<file path="config.mk">
export PLATFORM = sky130hd
export DESIGN_NAME = barrel_shifter_pipe
export DESIGN_NICKNAME = d
export VERILOG_FILES = /design/src/rtl/barrel_shifter_pipe.sv
export SDC_FILE = /design/constraint.sdc
export NUM_CORES = 1
export LEC_CHECK = 0
export CORE_AREA = 4 4 97 81
export DETAILED_ROUTE_END_ITERATION = 8
export DIE_AREA = 0 0 101 85
export GPL_ROUTABILITY_DRIVEN = 0
export MAX_ROUTING_LAYER = met4
export PLACE_DENSITY = 0.57
export SLEW_MARGIN = 25
export SYNTH_ARGS = -nofsm -noshare
export SYNTH_HDL_FRONTEND = slang
export SYNTH_SLANG_ARGS = --single-unit
export TNS_END_PERCENT = 1
</file>
<file path="constraint.sdc">
create_clock -name clk -period 2.1 [get_ports clk]
set_input_delay 0.21 -clock clk [delete_from_list [all_inputs] [get_ports clk]]
set_output_delay 0.21 -clock clk [all_outputs]
set_load 0.01 [all_outputs]
</file>
<file path="src/rtl/barrel_shifter_pipe.sv">
// barrel_shifter_pipe
// Pipelined N-bit barrel shifter/rotator with one register stage per
// shift-amount bit. The operating modes are rotate, logical shift,
// arithmetic shift and fill-ones shift, selected for either direction.
// The valid/ready handshake stalls the whole pipe when the output is held.
// Optional build macro: BS_ZERO_FLAG_EN adds a registered out_zero flag.
module barrel_shifter_pipe #(
    parameter  int N  = 8,
    localparam int SW = $clog2(N)
) (
    input  logic          clk,
    input  logic          rst,
    input  logic          in_valid,
    output logic          in_ready,
    input  logic [N-1:0]  in_data,
    input  logic [SW-1:0] in_amt,
    input  logic          in_dir,
    input  logic [1:0]    in_mode,
    output logic          out_valid,
    input  logic          out_ready,
    output logic [N-1:0]  out_data
`ifdef BS_ZERO_FLAG_EN
    ,
    output logic          out_zero
`endif
);

    // One stage step: move d by sh places and fill the vacated bits by mode.
    // sh is always a power of two below N, so (N - sh) never reaches N.
    function automatic logic [N-1:0] shift_stage(
        input logic [N-1:0] d,
        input int           sh,
        input logic         dir,
        input logic [1:0]   mode,
        input logic         sign
    );
        logic [N-1:0] ones_v;
        logic [N-1:0] base_v;
        logic [N-1:0] wrap_v;
        logic [N-1:0] fill_mask_v;
        ones_v = {N{1'b1}};
        if (dir == 1'b0) begin
            base_v      = d << sh;
            wrap_v      = d >> (N - sh);
            fill_mask_v = ~(ones_v << sh);
        end else begin
            base_v      = d >> sh;
            wrap_v      = d << (N - sh);
            fill_mask_v = ~(ones_v >> sh);
        end
        case (mode)
            2'b00:   shift_stage = base_v | wrap_v;
            2'b01:   shift_stage = base_v;
            2'b10:   shift_stage = (dir && sign) ? (base_v | fill_mask_v) : base_v;
            2'b11:   shift_stage = base_v | fill_mask_v;
            default: shift_stage = base_v;
        endcase
    endfunction

    // Per-stage pipeline registers
    logic [N-1:0]  data_r  [SW];
    logic [SW-1:0] amt_r   [SW];
    logic          dir_r   [SW];
    logic [1:0]    mode_r  [SW];
    logic          sign_r  [SW];
    logic          valid_r [SW];

    // Per-stage inputs (previous stage or the input port) and shifted result
    logic [N-1:0]  src_data_s  [SW];
    logic [SW-1:0] src_amt_s   [SW];
    logic          src_dir_s   [SW];
    logic [1:0]    src_mode_s  [SW];
    logic          src_sign_s  [SW];
    logic          src_valid_s [SW];
    logic [N-1:0]  nxt_data_s  [SW];
    logic          advance_s;

    // The whole pipe moves unless a valid result is waiting on a stalled sink
    always_comb begin
        advance_s = (!valid_r[SW-1]) || out_ready;
    end

    assign in_ready  = advance_s;
    assign out_valid = valid_r[SW-1];
    assign out_data  = data_r[SW-1];

    // Route each stage's input: stage 0 from the ports, others from the stage before
    always_comb begin
        src_data_s[0]  = in_data;
        src_amt_s[0]   = in_amt;
        src_dir_s[0]   = in_dir;
        src_mode_s[0]  = in_mode;
        src_sign_s[0]  = in_data[N-1];
        src_valid_s[0] = in_valid;
        for (int k = 1; k < SW; k++) begin
            src_data_s[k]  = data_r[k-1];
            src_amt_s[k]   = amt_r[k-1];
            src_dir_s[k]   = dir_r[k-1];
            src_mode_s[k]  = mode_r[k-1];
            src_sign_s[k]  = sign_r[k-1];
            src_valid_s[k] = valid_r[k-1];
        end
    end

    // Stage k applies a 2^k step only when amount bit k is set
    always_comb begin
        for (int k = 0; k < SW; k++) begin
            if (src_amt_s[k][k]) begin
                nxt_data_s[k] = shift_stage(src_data_s[k], (1 << k), src_dir_s[k],
                                            src_mode_s[k], src_sign_s[k]);
            end else begin
                nxt_data_s[k] = src_data_s[k];
            end
        end
    end

    // Stage registers: clear on reset, advance together, otherwise hold
    always_ff @(posedge clk) begin
        if (rst) begin
            for (int k = 0; k < SW; k++) begin
                data_r[k]  <= {N{1'b0}};
                amt_r[k]   <= {SW{1'b0}};
                dir_r[k]   <= 1'b0;
                mode_r[k]  <= 2'b00;
                sign_r[k]  <= 1'b0;
                valid_r[k] <= 1'b0;
            end
        end else if (advance_s) begin
            for (int k = 0; k < SW; k++) begin
                data_r[k]  <= nxt_data_s[k];
                amt_r[k]   <= src_amt_s[k];
                dir_r[k]   <= src_dir_s[k];
                mode_r[k]  <= src_mode_s[k];
                sign_r[k]  <= src_sign_s[k];
                valid_r[k] <= src_valid_s[k];
            end
        end
    end

`ifdef BS_ZERO_FLAG_EN
    logic zero_r;

    // Zero flag registered alongside the final data stage, qualified by valid
    always_ff @(posedge clk) begin
        if (rst) begin
            zero_r <= 1'b0;
        end else if (advance_s) begin
            zero_r <= src_valid_s[SW-1] && (nxt_data_s[SW-1] == {N{1'b0}});
        end
    end

    assign out_zero = zero_r;
`else
    // No zero flag in this build.
`endif

endmodule

</file>
==> qor.yml <==
utilization_pct: 34.8
drt_pass1_iterations: 4
htreeDepth: 2
antenna_found_initial: 0
clock-sinks: 38
timing.final.crit_share_pct: 75.6
async_flop_share_pct: 0
cts_hold_buf: 0
synth_cell_types: 33
wl_met1_um: 1590
critical_path_class: "flip-flop to flip-flop"
num_rows: 27
vias_per_cell: 4.62
clock_skew_ns: 0.00202
path_clk_slew_ns: 0.07
avgRoutedWirePerCell_um: 12.0
seq_area_frac_synth_pct: 57.0
yosysTopAreaCellShare_pct: 57.0
die_h_um: 85
diodes: 0
worstMarginPinSlew_ns: 0.852
slew_violations: 0
maxCapViolCount: 0
top_layer_used: "met4"
numPortBuffers: 27
hold_violations: 0
route.detailed.drc: 0
fmax_mhz: 630
netlist_area_mm2: 0.00200
cts_made_buffers: 5
multi_input_area_um2: 738
io_pins: 28
setup-violations-final: 0
cp.arrival_ns: 1.49
cts_tree: "built"
groute.usage.overall_pct: 8.13
wl_um: 3330
fp.dieW_um: 101
regArea_mm2: 0.00114
synthToLayoutAreaGrowth_pct: 18.2
start_util_pct: 29.5
slew_headroom_pct: 43.2
yosys_warnings: 0
synth-edff-count: 38
path_max_fanout: 38
clockBufferDepth: 2
grt_pass1_vias: 1243
period_needed_ns: 1.59
power_density_mw_per_mm2: 693
core_mm2: 0.00679
die-area_mm2: 0.00859
num-fill-cells: 671
ys.flop_type: "edfxtp_1"
synth_top_area_cell: "edfxtp_1"
rsz0062_at_grt: "false"
cp.required_ns: 2.00
synth_nets: 188
grt_max_degree: 39
avgSynthCellArea_um2: 11.8
holdCritPathClass: "flip-flop to flip-flop"
synth_area_leaders: "edfxtp_1, a211oi_1, mux2i_1, and2_1, nor2_1"
leakagePower_uw: 0.000855
grt.overflow.total: 0
endpoint_kind: "flip-flop"
dp_hpwl_um: 2420
synth_seq_cells: 38
cp-start-kind: "flip-flop"
cts_resized: 0
grt_pass1_wl_um: 5470
cts_setup_buffers: 0
netlist_instances: 170
synth_most_common_cell: "edfxtp_1"
drtIter0Drc: 95
layout.nets: 207
tns_ns: 0
cts_root_buf: "clkbuf_8"
wl_met2_um: 1520
status: "completed"
yosys-top-cells-count: "edfxtp_1, nor2_1, a211oi_1"
met3_wirelength_um: 196
ir_worst_vdd_uv: 188
insertion_delay_ns: 0.27
layout-drive-gt1-share_pct: 8.95
vias: 1281
ant_nets: 0
==> cell families after synthesis <==
logic type	count (synthesis)	share of synthesized area, %
AO/OA/AOI/OAI	41	15.6
XOR/XNOR	1	0.438
buffers and inverters	20	6.12
flip-flops	38	57.0
multiplexers	12	6.13
AND/OR/NAND/NOR	58	14.7
==> routing by layer <==
layer | up-vias | global-route usage [%]
li1 | 664 | -
met1 | 583 | 9.52
met2 | 30 | 13.2
met3 | 4 | 2.71
met4 | 0 | 2.54
met5 | - | -
==> registers in the layout (all words and copies together), names as in the netlist <==
signal	count
amt_r	3
dir_r	2
valid_r	3
data_r	24
mode_r	4
sign_r	2
==> final timing paths <==
path / start / end / slack (ns) / depth (start not counted)
hold / removal: valid_r[0][1] / valid_r[0][2] / 0.52 / 1
setup reg to reg: valid_r[0][2] / data_r[0][18] / 0.51 / 2
setup / recovery: valid_r[0][2] / data_r[0][18] / 0.51 / 2
hold reg to reg: valid_r[0][1] / valid_r[0][2] / 0.52 / 1
==> cell type report <==
class / count / area share [%]
Tap cell: 87 / 4.60
Clock inverter: 2 / 0.370
Sequential cell: 38 / 48.2
Multi-Input combinational cell: 112 / 31.2
Clock buffer: 6 / 3.07
Inverter: 3 / 0.476
Timing Repair Buffer: 29 / 12.1
==> critical path, cell delays in order (launching register included) <==
cell      delay (ns)
edfxtp_1        0.43
nand2b_4        0.10
or2_2           0.68
==> per-stage QoR <==
stage                     instances  hold WS (ns)  setup WS [ns]  cell area [um2]  power [uW]
after global routing            277         0.554          0.394             2370        1720
after floorplan                 170         0.408          0.603             2000        1120
final                           277         0.521          0.513             2370        1640
after detailed placement        269         0.506          0.207             2280        1210
after CTS                       277         0.523          0.483             2370        1670
after global placement          269         0.501          0.245             2280        1200
==> where the power goes <==
group          internal (uW)  total (uW)  leakage [uW]  switching (uW)
clock network            228         453     0.0000426             225
registers                907         956      0.000445            49.5
logic                    126         230      0.000368             104
total                   1260        1640      0.000855             378
==> placed cells by master (no fill, tap or decap), types with 2 or more instances in the layout <==
cell             count
a211oi_1            20
a211oi_2             2
a21boi_0             2
a21oi_1              3
and2_1              14
buf_4                2
clkbuf_8             5
clkdlybuf4s50_1     27
edfxtp_1            38
inv_1                3
mux2_2               2
mux2i_1             10
nand2_1             12
nor2_1              21
nor3b_1              2
o2111ai_1            2
o21a_1               2
o21ai_0              3
o221a_2              2
o22ai_1              2
or2_2                2
No activity file was read; power rests on OpenSTA's default activity.
